===== src/rtl/seg_scan_display_if.sv =====
// seg_scan_display_if
// Bundles the display driver's data-side inputs and its pin-side outputs.
//   value[4*NUM_DIGITS]  hex nibbles, digit 0 rightmost
//   dp / blank           per-digit decimal point / force-dark
//   load                 one-cycle capture strobe
//   lz_suppress          live leading-zero suppression enable
//   brightness           live PWM duty level
//   seg / dp_n / an      active-low segment, decimal point and anode drives
//   frame_tick           pulse in the first cycle of each new frame
//   upd_pending          pending buffer not yet applied
// The master modport is the producer of display values; the slave modport is the driver.
interface seg_scan_display_if #(
    parameter int NUM_DIGITS = 4,
    parameter int BRIGHT_W   = 4
);
    logic [4*NUM_DIGITS-1:0] value;
    logic [NUM_DIGITS-1:0]   dp;
    logic [NUM_DIGITS-1:0]   blank;
    logic                    load;
    logic                    lz_suppress;
    logic [BRIGHT_W-1:0]     brightness;
    logic [6:0]              seg;
    logic                    dp_n;
    logic [NUM_DIGITS-1:0]   an;
    logic                    frame_tick;
    logic                    upd_pending;

    modport master (
        output value, dp, blank, load, lz_suppress, brightness,
        input  seg, dp_n, an, frame_tick, upd_pending
    );

    modport slave (
        input  value, dp, blank, load, lz_suppress, brightness,
        output seg, dp_n, an, frame_tick, upd_pending
    );
endinterface


===== src/rtl/seg_scan_display.sv =====
// seg_scan_display
// Multiplexed common-anode seven-segment driver. Scans NUM_DIGITS digits from a
// double-buffered hex word with per-digit dp/blanking, leading-zero suppression,
// a dead time at the start of every digit slot and PWM brightness.
// Ports:
//   mclk   system clock
//   reset  synchronous active-high reset
//   bus    seg_scan_display_if.slave (inputs value/dp/blank/load/lz_suppress/
//          brightness; outputs seg/dp_n/an/frame_tick/upd_pending)
// All outputs are registered and reflect the counter/buffer state of the
// previous cycle.
module seg_scan_display #(
    parameter int NUM_DIGITS = 4,
    parameter int DIV        = 100000,
    parameter int DEAD       = 16,
    parameter int BRIGHT_W   = 4
) (
    input logic              mclk,
    input logic              reset,
    seg_scan_display_if.slave bus
);
    localparam int P_W = (DIV > 1) ? $clog2(DIV) : 1;
    localparam int D_W = (NUM_DIGITS > 1) ? $clog2(NUM_DIGITS) : 1;

    // Scan counters
    logic [P_W-1:0]      p_reg;
    logic [D_W-1:0]      d_reg;
    logic [BRIGHT_W-1:0] w_reg;

    // Double buffer
    logic [4*NUM_DIGITS-1:0] act_value_reg, pend_value_reg;
    logic [NUM_DIGITS-1:0]   act_dp_reg, pend_dp_reg;
    logic [NUM_DIGITS-1:0]   act_blank_reg, pend_blank_reg;
    logic                    upd_pending_reg;

    // Marks that the last edge was a frame boundary, so the tick lines up with
    // the first output cycle of digit 0.
    logic new_frame_reg;

    // Output registers
    logic [6:0]            seg_reg;
    logic                  dp_n_reg;
    logic [NUM_DIGITS-1:0] an_reg;
    logic                  frame_tick_reg;

    logic slot_end;
    logic frame_end;
    assign slot_end  = (p_reg == P_W'(DIV - 1));
    assign frame_end = slot_end && (d_reg == D_W'(NUM_DIGITS - 1));

    // Per-digit view of the active word
    logic [3:0]            nib [NUM_DIGITS];
    logic [NUM_DIGITS-1:0] nib_zero;

    genvar gi;
    generate
        for (gi = 0; gi < NUM_DIGITS; gi++) begin : g_nib
            assign nib[gi]      = act_value_reg[4*gi +: 4];
            assign nib_zero[gi] = (act_value_reg[4*gi +: 4] == 4'h0);
        end
    endgenerate

    // Digit i>0 is suppressed when it and every digit to its left is zero.
    logic [NUM_DIGITS-1:0] suppress;
    always_comb begin
        logic zero_run;
        zero_run = 1'b1;
        suppress = '0;
        for (int i = NUM_DIGITS - 1; i > 0; i--) begin
            zero_run    = zero_run & nib_zero[i];
            suppress[i] = zero_run & bus.lz_suppress;
        end
    end

    logic [3:0]            cur_nib;
    logic [6:0]            glyph;
    logic                  an_on;
    logic [6:0]            seg_next;
    logic                  dp_n_next;
    logic [NUM_DIGITS-1:0] an_next;

    always_comb begin
        cur_nib = nib[d_reg];
        case (cur_nib)
            4'h0:    glyph = 7'b1000000;
            4'h1:    glyph = 7'b1111001;
            4'h2:    glyph = 7'b0100100;
            4'h3:    glyph = 7'b0110000;
            4'h4:    glyph = 7'b0011001;
            4'h5:    glyph = 7'b0010010;
            4'h6:    glyph = 7'b0000010;
            4'h7:    glyph = 7'b1111000;
            4'h8:    glyph = 7'b0000000;
            4'h9:    glyph = 7'b0010000;
            4'hA:    glyph = 7'b0001000;
            4'hB:    glyph = 7'b0000011;
            4'hC:    glyph = 7'b1000110;
            4'hD:    glyph = 7'b0100001;
            4'hE:    glyph = 7'b0000110;
            default: glyph = 7'b0001110;
        endcase
        seg_next  = (act_blank_reg[d_reg] || suppress[d_reg]) ? 7'h7F : glyph;
        // dp follows blanking but ignores leading-zero suppression
        dp_n_next = ~(act_dp_reg[d_reg] & ~act_blank_reg[d_reg]);
        // All-ones brightness is full duty; otherwise the PWM counter gates it.
        an_on     = (p_reg >= P_W'(DEAD)) &&
                    ((&bus.brightness) || (w_reg < bus.brightness));
        an_next   = an_on ? ~(NUM_DIGITS'(1) << d_reg) : '1;
    end

    always_ff @(posedge mclk) begin
        if (reset) begin
            p_reg           <= '0;
            d_reg           <= '0;
            w_reg           <= '0;
            act_value_reg   <= '0;
            act_dp_reg      <= '0;
            act_blank_reg   <= '0;
            pend_value_reg  <= '0;
            pend_dp_reg     <= '0;
            pend_blank_reg  <= '0;
            upd_pending_reg <= 1'b0;
            new_frame_reg   <= 1'b0;
            seg_reg         <= 7'h7F;
            dp_n_reg        <= 1'b1;
            an_reg          <= '1;
            frame_tick_reg  <= 1'b0;
        end else begin
            w_reg <= w_reg + 1'b1;
            if (slot_end) begin
                p_reg <= '0;
                d_reg <= (d_reg == D_W'(NUM_DIGITS - 1)) ? '0 : d_reg + 1'b1;
            end else begin
                p_reg <= p_reg + 1'b1;
            end
            new_frame_reg <= frame_end;

            if (bus.load) begin
                pend_value_reg <= bus.value;
                pend_dp_reg    <= bus.dp;
                pend_blank_reg <= bus.blank;
            end

            // A load on the boundary edge bypasses pending straight to active.
            if (frame_end && bus.load) begin
                act_value_reg   <= bus.value;
                act_dp_reg      <= bus.dp;
                act_blank_reg   <= bus.blank;
                upd_pending_reg <= 1'b0;
            end else if (frame_end && upd_pending_reg) begin
                act_value_reg   <= pend_value_reg;
                act_dp_reg      <= pend_dp_reg;
                act_blank_reg   <= pend_blank_reg;
                upd_pending_reg <= 1'b0;
            end else if (bus.load) begin
                upd_pending_reg <= 1'b1;
            end

            seg_reg        <= seg_next;
            dp_n_reg       <= dp_n_next;
            an_reg         <= an_next;
            frame_tick_reg <= new_frame_reg;
        end
    end

    assign bus.seg         = seg_reg;
    assign bus.dp_n        = dp_n_reg;
    assign bus.an          = an_reg;
    assign bus.frame_tick  = frame_tick_reg;
    assign bus.upd_pending = upd_pending_reg;
endmodule


===== src/flat_wrapper.sv =====
// flat-port wrapper written by rule: the top's interface ports become plain ports
module seg_scan_display_flat 
#(
    parameter int NUM_DIGITS = 4,
    parameter int DIV        = 100000,
    parameter int DEAD       = 16,
    parameter int BRIGHT_W   = 4
)
  (mclk, reset, bus_value, bus_dp, bus_blank, bus_load, bus_lz_suppress, bus_brightness, bus_seg, bus_dp_n, bus_an, bus_frame_tick, bus_upd_pending);
  seg_scan_display_if #(.NUM_DIGITS(NUM_DIGITS), .BRIGHT_W(BRIGHT_W)) bus_i ();
  input logic mclk;
  input logic reset;
  input wire logic [$bits(bus_i.value)-1:0] bus_value;
  input wire logic [$bits(bus_i.dp)-1:0] bus_dp;
  input wire logic [$bits(bus_i.blank)-1:0] bus_blank;
  input wire logic [$bits(bus_i.load)-1:0] bus_load;
  input wire logic [$bits(bus_i.lz_suppress)-1:0] bus_lz_suppress;
  input wire logic [$bits(bus_i.brightness)-1:0] bus_brightness;
  output wire logic [$bits(bus_i.seg)-1:0] bus_seg;
  output wire logic [$bits(bus_i.dp_n)-1:0] bus_dp_n;
  output wire logic [$bits(bus_i.an)-1:0] bus_an;
  output wire logic [$bits(bus_i.frame_tick)-1:0] bus_frame_tick;
  output wire logic [$bits(bus_i.upd_pending)-1:0] bus_upd_pending;
  assign bus_i.value = bus_value;
  assign bus_i.dp = bus_dp;
  assign bus_i.blank = bus_blank;
  assign bus_i.load = bus_load;
  assign bus_i.lz_suppress = bus_lz_suppress;
  assign bus_i.brightness = bus_brightness;
  assign bus_seg = bus_i.seg;
  assign bus_dp_n = bus_i.dp_n;
  assign bus_an = bus_i.an;
  assign bus_frame_tick = bus_i.frame_tick;
  assign bus_upd_pending = bus_i.upd_pending;
  seg_scan_display #(.NUM_DIGITS(NUM_DIGITS), .DIV(DIV), .DEAD(DEAD), .BRIGHT_W(BRIGHT_W)) u_core (.mclk(mclk), .reset(reset), .bus(bus_i));
endmodule

===== config.mk =====
export PLATFORM = sky130hd
export DESIGN_NAME = seg_scan_display_flat
export DESIGN_NICKNAME = d
export VERILOG_FILES = /design/src/rtl/seg_scan_display_if.sv /design/src/rtl/seg_scan_display.sv /design/src/flat_wrapper.sv
export SDC_FILE = /design/constraint.sdc
export NUM_CORES = 1
export LEC_CHECK = 0
export ABC_CLOCK_PERIOD_IN_PS = 4200
export CAP_MARGIN = 15
export CORE_ASPECT_RATIO = 2
export CORE_MARGIN = 4
export CORE_UTILIZATION = 60
export DETAILED_ROUTE_END_ITERATION = 10
export PLACE_DENSITY = 0.85
export SLEW_MARGIN = 20
export SYNTH_ARGS = -nofsm -noshare
export SYNTH_HDL_FRONTEND = slang
export SYNTH_SLANG_ARGS = --single-unit

===== constraint.sdc =====
create_clock -name mclk -period 4.2 [get_ports mclk]
set_input_delay 1.26 -clock mclk [delete_from_list [all_inputs] [get_ports mclk]]
set_output_delay 1.26 -clock mclk [all_outputs]
set_load 0.02 [all_outputs]

==> results of run 1 <==
-- critical path, stage by stage --
cell and delay, ns:
clkdlybuf4s50_1 0.47, o21ai_0 0.16, or4_1 0.88, nand2_1 0.18
a21oi_1 0.09
-- synth_stat cells (2+ instances only) --
cell / count / area share
or4_1: 4 / 0.0077
xnor2_1: 10 / 0.023
mux2_2: 18 / 0.052
inv_1: 18 / 0.017
a22o_1: 5 / 0.011
o221ai_1: 3 / 0.0068
buf_4: 2 / 0.0039
clkbuf_1: 8 / 0.0077
buf_2: 2 / 0.0026
nand3_1: 10 / 0.013
and4_1: 2 / 0.0045
nor3_1: 8 / 0.010
buf_1: 4 / 0.0039
nor2b_1: 22 / 0.036
nand2b_1: 3 / 0.0048
mux2i_1: 21 / 0.054
xor2_1: 8 / 0.018
mux4_2: 5 / 0.029
ha_1: 16 / 0.052
a21oi_1: 20 / 0.026
o211ai_1: 6 / 0.012
nand4_1: 3 / 0.0048
nand2_1: 53 / 0.051
a21o_1: 2 / 0.0039
nor2_1: 43 / 0.042
dfxtp_1: 86 / 0.44
nor4_1: 3 / 0.0048
o21ai_0: 4 / 0.0052
or2_2: 2 / 0.0032
a21oi_2: 5 / 0.011
-- cell usage in the layout (no fill, tap or decap), types with 2 or more instances in the layout --
master	n
ha_1	16
nand4_1	3
clkdlybuf4s50_1	44
a22o_1	5
o221ai_1	3
nor4_1	3
clkbuf_16	9
inv_1	18
or2_2	2
o211ai_1	6
buf_4	3
a21oi_2	5
nand2b_1	3
mux4_2	5
xnor2_1	10
and4_1	2
mux2_2	18
a21oi_1	20
a21o_1	2
dfxtp_1	86
or4_1	4
o21ai_0	4
nor3_1	8
clkinvlp_4	2
nor2b_1	22
nand2_1	53
nand3_1	10
mux2i_1	21
nor2_1	43
xor2_1	8
-- cell type report --
type / count / area [um^2]
sequential: 86 / 1722
tap: 86 / 107.6
clock inverter: 4 / 50.05
multi-input combinational: 287 / 1999
timing repair buffer: 48 / 467.9
fill: 462 / 1667
clock buffer: 10 / 229.0
inverter: 18 / 67.56
-- routing by layer --
metal	vias up	routed length (um)	GRT usage
met4	0	230	0.1126
met2	66	4742	0.4163
li1	1473	-	-
met5	-	0	0
met3	20	242	0.03967
met1	1424	3001	0.2140
-- power groups by stage --
stage	clock (W)	sequential [W]	combinational, W
6_report	0.000755	0.000849	0.000119
3_5_place_dp	0	0.000867	0.000119
5_1_grt	0.000789	0.000850	0.000131
3_3_place_gp	0	0.000865	0.000116
4_1_cts	0.000761	0.000849	0.000120
2_1_floorplan	0	0.000869	0.0000651
-- worst max-delay path by stage --
| stage | to | slack (ns) | cells after the start |
|---|---|---|---|
| floorplan | u_core.act_value_reg[5] | 1.77 | 5 |
| global placement | u_core.act_value_reg[7] | 1.04 | 5 |
| detailed placement | u_core.act_value_reg[3] | 0.98 | 5 |
| CTS | u_core.act_value_reg[3] | 1.34 | 5 |
| global route | u_core.act_value_reg[3] | 1.24 | 5 |
| finish | u_core.act_value_reg[3] | 1.33 | 5 |
-- cell families (layout without fill, tap and decap cells) --
kind of cell | Yosys count | in the layout | synth area share
AND/OR/NAND/NOR | 160 | 160 | 0.1989
flip-flops | 86 | 86 | 0.4443
AO/OA/AOI/OAI | 49 | 49 | 0.08912
multiplexers | 44 | 44 | 0.1356
buffers and inverters | 36 | 80 | 0.03971
XOR/XNOR | 18 | 18 | 0.04068
adder cells (fa/ha/maj) | 16 | 16 | 0.05166
-- per-stage QoR --
stage / instances / power [W] / setup slack, ns / instance area (um^2)
after floorplan: 409 / 0.0009339 / 1.775 / 3875
after global placement: 525 / 0.0009813 / 1.040 / 4364
after detailed placement: 525 / 0.0009860 / 0.9762 / 4364
after CTS: 539 / 0.001730 / 1.344 / 4643
after global routing: 539 / 0.001769 / 1.241 / 4643
final: 539 / 0.001722 / 1.332 / 4643
==> flow_summary.ini, run 1 <==
[worst_hold_path]
hold_end = u_core.bus.frame_tick
hold_path_depth = 1
hold_path_class = flop to flop
min_from = u_core.new_frame_reg

[clock_network]
numCtsBuffers = 9
clockRootBuffer = clkbuf_16
post_cts_buffers = 0
hold_buffers = 0
clock_latency_ns = 0.34
clk_path_buf_depth = 2
cts.reportedPaths.clkPinSlew_ns = 0.06
clock-sinks = 86
cts_resized = 0
h-tree-depth = 3
cts_tree = yes

[yosys]
ys_seq_area_frac = 0.4443
synth.distinct_cells = 43
synth_edf_count = 0
synth.cell_area_um2 = 3875
postSynthCellCount = 409
syn_nets = 457
synth-seq-cells = 86
synthArstFlopShare = 0
ys_warn_count = 0
avgSynthCellArea_um2 = 9.474
synth_flop_cell = dfxtp_1

[power]
p_per_area_nw_per_um2 = 370.8
power_frac_clock = 0.438
p_leak_nw = 1.712
power.switching_w = 0.0003644
internal_power_w = 0.001357
power_frac_seq = 0.493
comb_power_share = 0.069
max-vdd-ir-drop_uv = 285.7
p_sw_frac = 0.2116

[sta]
layout_min_cycle_time_ns = 2.868
fmax_mhz = 348.7
rsz0062_at_grt = no
fin_hold_ws_ns = 0.4449
tightestPinTransition_ns = 1.067
fin_skew_ns = 0.006088
min_period_over_period = 0.6829
report.final.setup_viol = 0
hold_viol = 0
drv_slew = 0
relSlewSlack = 0.2818
setup-tns-final_ns = 0

[final_layout]
fin_nets = 498
antennaDiodeCount = 0
syn_to_final_growth_pct = 19.83
drive_above_1_share = 0.1126
largest_reg_flops = 17
fin_util = 0.7359

[critical_path]
r2r_end = u_core.act_value_reg[3]
crit_required_ns = 4.38
r2r_slack_ns = 1.57
worstSetupPathType = input pin to flop
reg2reg_from = u_core.d_reg[0]
worstSetupEndpointType = flop
start_kind = input pin
crit_path_start = bus_load
cp_max_fo = 20
cp.arrival_ns = 3.05
r2r_cells = 5

[run]
max_cap_viol_count = 0

[die]
rows = 41
die-width_um = 64.83
ioPinCount = 46
dieArea_um2 = 7886
coreArea_um2 = 6310
start_util = 0.6141
die_height_um = 121.7

[grt]
grt_usage = 0.2176
grt_pass1_vias = 2970
grt.overflow.total = 0
grt_pass1_wl_um = 13260
antenna_found_initial = 0
grt_max_degree = 34

[drt]
dr.pass1.iters = 4
drc = 0
drt-initial-drc-count = 178
routed_wl_um = 8217
viasPerCell = 5.534
ant_nets = 0
routedWlPerCell_um = 15.24
num_vias = 2983

[place]
gp_congestion = 0.8604
hpwl_um = 5659
io_buffers = 45

[run_status]
status = finished, final reports clean
Power figures use the tool's default switching activity.
==> run 2, diff against run 1 <==
--- a/config.mk
+++ b/config.mk
@@ -5,13 +5,13 @@
 export SDC_FILE = /design/constraint.sdc
 export NUM_CORES = 1
 export LEC_CHECK = 0
-export ABC_CLOCK_PERIOD_IN_PS = 4200
+export ABC_CLOCK_PERIOD_IN_PS = 2850
 export CAP_MARGIN = 15
 export CORE_ASPECT_RATIO = 2
 export CORE_MARGIN = 4
-export CORE_UTILIZATION = 60
+export CORE_UTILIZATION = 55
 export DETAILED_ROUTE_END_ITERATION = 10
-export PLACE_DENSITY = 0.85
+export PLACE_DENSITY = 0.79
 export SLEW_MARGIN = 20
 export SYNTH_ARGS = -nofsm -noshare
 export SYNTH_HDL_FRONTEND = slang
==> constraint.sdc (replaced) <==
create_clock -name mclk -period 2.85 [get_ports mclk]
set_input_delay 0.855 -clock mclk [delete_from_list [all_inputs] [get_ports mclk]]
set_output_delay 0.855 -clock mclk [all_outputs]
set_load 0.02 [all_outputs]
==> flow_summary.ini, run 2 (same netlist as run 1, synthesis figures left out) <==
[clock_network]
clock_latency_ns = 0.34
clk_path_buf_depth = 2
cts_tree = yes
hold_buffers = 0
cts_resized = 0
post_cts_buffers = 0
clockRootBuffer = clkbuf_16
clock-sinks = 86
h-tree-depth = 3
numCtsBuffers = 9
cts.reportedPaths.clkPinSlew_ns = 0.06

[power]
p_per_area_nw_per_um2 = 556.6
power.switching_w = 0.0005617
internal_power_w = 0.002059
max-vdd-ir-drop_uv = 420.0
p_leak_nw = 1.754
power_frac_seq = 0.477
p_sw_frac = 0.2143
power.total_w = 0.002621
power_frac_clock = 0.456
comb_power_share = 0.067

[place]
dpl_cell_area_um2 = 4399
gp_congestion = 0.8619
hpwl_um = 5925
io_buffers = 45
dp_slack_ns = 0.2663
placed_cells = 533

[drt]
drc = 0
routedWlPerCell_um = 14.79
drt-initial-drc-count = 159
dr.pass1.iters = 4
ant_nets = 0
routed_wl_um = 8121
num_vias = 2956
viasPerCell = 5.384

[final_layout]
syn_to_final_growth_pct = 21.50
fin_nets = 502
final_area_um2 = 4708
largest_reg_flops = 17
antennaDiodeCount = 0
final_common_cell = dfxtp_1
most-common-layout-cells = dfxtp_1, nand2_1, clkdlybuf4s50_1
finalNonFillerCells = 549
drive_above_1_share = 0.1264

[grt]
antenna_found_initial = 0
grt_pass1_wl_um = 13370
grt_pass1_vias = 2986
grt_max_degree = 43
grt_usage = 0.2077
grt.overflow.total = 0

[die]
start_util = 0.5627
rows = 43
coreArea_um2 = 6887
die-width_um = 67.35
die_height_um = 126.7
dieArea_um2 = 8534
ioPinCount = 46

[sta]
fin_skew_ns = 0.002848
postLayoutSetupSlackWorst_ns = 0.5896
drv_slew = 0
min_period_over_period = 0.7931
tightestPinTransition_ns = 0.6093
relSlewSlack = 0.5822
rsz0062_at_grt = no
report.final.setup_viol = 0
setup-tns-final_ns = 0
fmax_mhz = 442.4
hold_viol = 0
layout_min_cycle_time_ns = 2.260

[critical_path]
start_kind = flop
r2r_slack_ns = 0.59
crit_required_ns = 3.07
cp_max_fo = 17
cp.arrival_ns = 2.48
worstSetupEndpointType = flop
worstSetupPathType = flop to flop

[run]
max_cap_viol_count = 0

[run_status]
status = finished, final reports clean

[worst_hold_path]
hold_path_class = flop to flop
==> run 2: per-stage QoR <==
step,utilization,hold slack [ns]
global route,0.6837,0.4687
floorplan,-,0.4138
detailed placement,0.6388,0.4415
finish,0.6837,0.4459
CTS,0.6837,0.4482
global placement,0.6388,0.4346
==> run 2: final timing paths <==
kind | startpoint | end | depth (start not counted)
setup / recovery | u_core.p_reg[0] | u_core.p_reg[10] | 6
hold / removal | u_core.act_dp_reg[2] | u_core.act_dp_reg[2] | 2
setup reg to reg | u_core.p_reg[0] | u_core.p_reg[10] | 6
hold reg to reg | u_core.act_dp_reg[2] | u_core.act_dp_reg[2] | 2
==> run 2: final cells by class <==
cell class / count / area [um^2]
clock inverters: 5 / 56.30
well taps: 90 / 112.6
repair buffers: 52 / 498.0
clock buffers: 11 / 252.7
inverters: 18 / 67.56
multi-input cells: 287 / 1999
fillers: 587 / 2178
flip-flops and latches: 86 / 1722
==> run 2: critical path, stage by stage (launching register included) <==
cell and delay, ns:
dfxtp_1 0.40, ha_1 0.23, and4_1 0.39, nand2_1 0.20
nor3_1 0.42, or2_2 0.41, nor2_1 0.09
==> run 2: layer usage <==
metal,vias to the layer above,wire (um),GRT usage
met5,-,0,0
met2,60,4621,0.3794
met1,1401,2991,0.2064
met4,0,293,0.1340
met3,19,214,0.03012
li1,1476,-,-
==> run 2: power by group through the flow <==
stage                     Combinational, W  Clock (W)  Sequential [W]
after floorplan                  0.0000960          0         0.00128
after global placement            0.000171          0         0.00128
after detailed placement          0.000177          0         0.00128
after CTS                         0.000178    0.00121         0.00125
after global routing              0.000194    0.00126         0.00125
final                             0.000175    0.00119         0.00125
==> run 3, diff against run 2 <==
--- a/config.mk
+++ b/config.mk
@@ -5,7 +5,7 @@
 export SDC_FILE = /design/constraint.sdc
 export NUM_CORES = 1
 export LEC_CHECK = 0
-export ABC_CLOCK_PERIOD_IN_PS = 2850
+export ABC_CLOCK_PERIOD_IN_PS = 2300
 export CAP_MARGIN = 15
 export CORE_ASPECT_RATIO = 2
 export CORE_MARGIN = 4
==> constraint.sdc (replaced) <==
create_clock -name mclk -period 2.3 [get_ports mclk]
set_input_delay 0.69 -clock mclk [delete_from_list [all_inputs] [get_ports mclk]]
set_output_delay 0.69 -clock mclk [all_outputs]
set_load 0.02 [all_outputs]
==> flow_summary.ini, run 3 (same netlist as run 1, synthesis figures left out) <==
[run_status]
status = finished, final reports clean

[grt]
grt_max_degree = 35
grt_usage = 0.2117
antenna_found_initial = 0
grt_pass1_wl_um = 13650
grt.overflow.total = 0
grt_pass1_vias = 3129

[clock_network]
clk_path_buf_depth = 2
cts_tree = yes
cts.reportedPaths.clkPinSlew_ns = 0.06
cts_resized = 0
hold_buffers = 0
clock-sinks = 86
h-tree-depth = 3
clock_latency_ns = 0.34
numCtsBuffers = 9
clockRootBuffer = clkbuf_16
post_cts_buffers = 0

[sta]
postLayoutSetupSlackWorst_ns = 0.2423
fmax_mhz = 486.0
hold_viol = 0
layout_min_cycle_time_ns = 2.058
report.final.setup_viol = 0
drv_slew = 0
fin_hold_ws_ns = 0.4557
tightestPinTransition_ns = 0.4812
min_period_over_period = 0.8947
fin_skew_ns = 0.005146
relSlewSlack = 0.6767
rsz0062_at_grt = no

[drt]
num_vias = 3008
drc = 0
dr.pass1.iters = 4
routedWlPerCell_um = 14.62
routed_wl_um = 8102
drt-initial-drc-count = 161
viasPerCell = 5.430
ant_nets = 0

[final_layout]
syn_to_final_growth_pct = 21.76
fill_cells = 559
final_area_um2 = 4718
fin_util = 0.6851
multi_input_comb_area_um2 = 1999
fin_nets = 507
largest_reg_flops = 17
drive_above_1_share = 0.1315
register_area_um2 = 1722
antennaDiodeCount = 0
final_common_cell = dfxtp_1
most-common-layout-cells = dfxtp_1, nand2_1, clkdlybuf4s50_1

[power]
p_sw_frac = 0.2178
p_per_area_nw_per_um2 = 652.5
power.total_w = 0.003079
comb_power_share = 0.071
power_frac_clock = 0.425
internal_power_w = 0.002408
p_leak_nw = 1.762
power_frac_seq = 0.503
max-vdd-ir-drop_uv = 472.0
power.switching_w = 0.0006705

[worst_hold_path]
hold_path_class = flop to flop
min_from = u_core.w_reg[0]
hold_path_depth = 1
hold_end = u_core.w_reg[0]

[place]
gp_congestion = 0.8676
dp_slack_ns = -0.1045
hpwl_um = 6003
dpl_cell_area_um2 = 4449
io_buffers = 45

[run]
max_cap_viol_count = 0

[critical_path]
cp_max_fo = 4
start_kind = flop
cpLargestDelayFamily = buffers and inverters
crit_buf_inv = 1
worstSetupEndpointType = output pin
cp.arrival_ns = 1.37
worstSetupPathType = flop to output pin
r2r_cells = 6
crit_required_ns = 1.61
r2r_end = u_core.bus.seg[3]
r2r_slack_ns = 0.27
cpPeakStageDelay_ns = 0.64
critPathSlowestCell = clkdlybuf4s50_1
reg2reg_from = u_core.d_reg[0]
crit_path_cell_trace = clkdlybuf4s50_1

[die]
rows = 43
die_height_um = 126.7
die-width_um = 67.35
dieArea_um2 = 8534
start_util = 0.5627
ioPinCount = 46
coreArea_um2 = 6887
==> run 3: changes by cell type in the layout (fill, tap and decap cells not counted), sizes merged <==
cell	delta
clkbuf	+1
clkinv	+1
bufinv	-1
buf	+5
inv	-1
==> run 3: area by class of cell <==
cell class,count,area share
repair buffers,57,0.1161
clock inverters,4,0.004773
clock buffers,12,0.05224
multi-input cells,287,0.4238
inverters,18,0.01432
flip-flops and latches,86,0.3649
well taps,90,0.02387
==> run 3: per-stage QoR <==
stage	cells	setup TNS [ns]
after CTS	554	0
after global routing	554	0
after global placement	538	-0.9225
final	554	0
after detailed placement	538	-2.152
after floorplan	409	0
==> run 3: worst max path at each step <==
stage	startpoint	end	slack, ns	cells after the start
2_1_floorplan	u_core.d_reg[0]	u_core.bus.seg[5]	0.32	5
3_3_place_gp	bus_brightness[1]	u_core.bus.an[1]	-0.05	7
3_5_place_dp	bus_load	u_core.act_value_reg[8]	-0.10	6
4_1_cts	u_core.bus.upd_pending	bus_upd_pending	0.23	1
5_1_grt	u_core.d_reg[0]	u_core.act_value_reg[6]	0.08	6
6_report	u_core.bus.upd_pending	bus_upd_pending	0.24	1
==> run 3: metal layers <==
metal | vias to the layer above | share of wire | GRT usage | wire (um)
met5 | - | 0 | 0 | 0
met1 | 1428 | 0.35 | 0.1898 | 2813
met2 | 63 | 0.58 | 0.3997 | 4699
met3 | 28 | 0.036 | 0.05049 | 290
li1 | 1489 | - | - | -
met4 | 0 | 0.037 | 0.1268 | 297
==> run 3: power by group through the flow <==
stage / registers (W) / clock network, W / logic, W
global route: 0.00155 / 0.00139 / 0.000242
detailed placement: 0.00158 / 0 / 0.000221
finish: 0.00155 / 0.00131 / 0.000219
floorplan: 0.00159 / 0 / 0.000119
CTS: 0.00155 / 0.00133 / 0.000222
global placement: 0.00158 / 0 / 0.000213
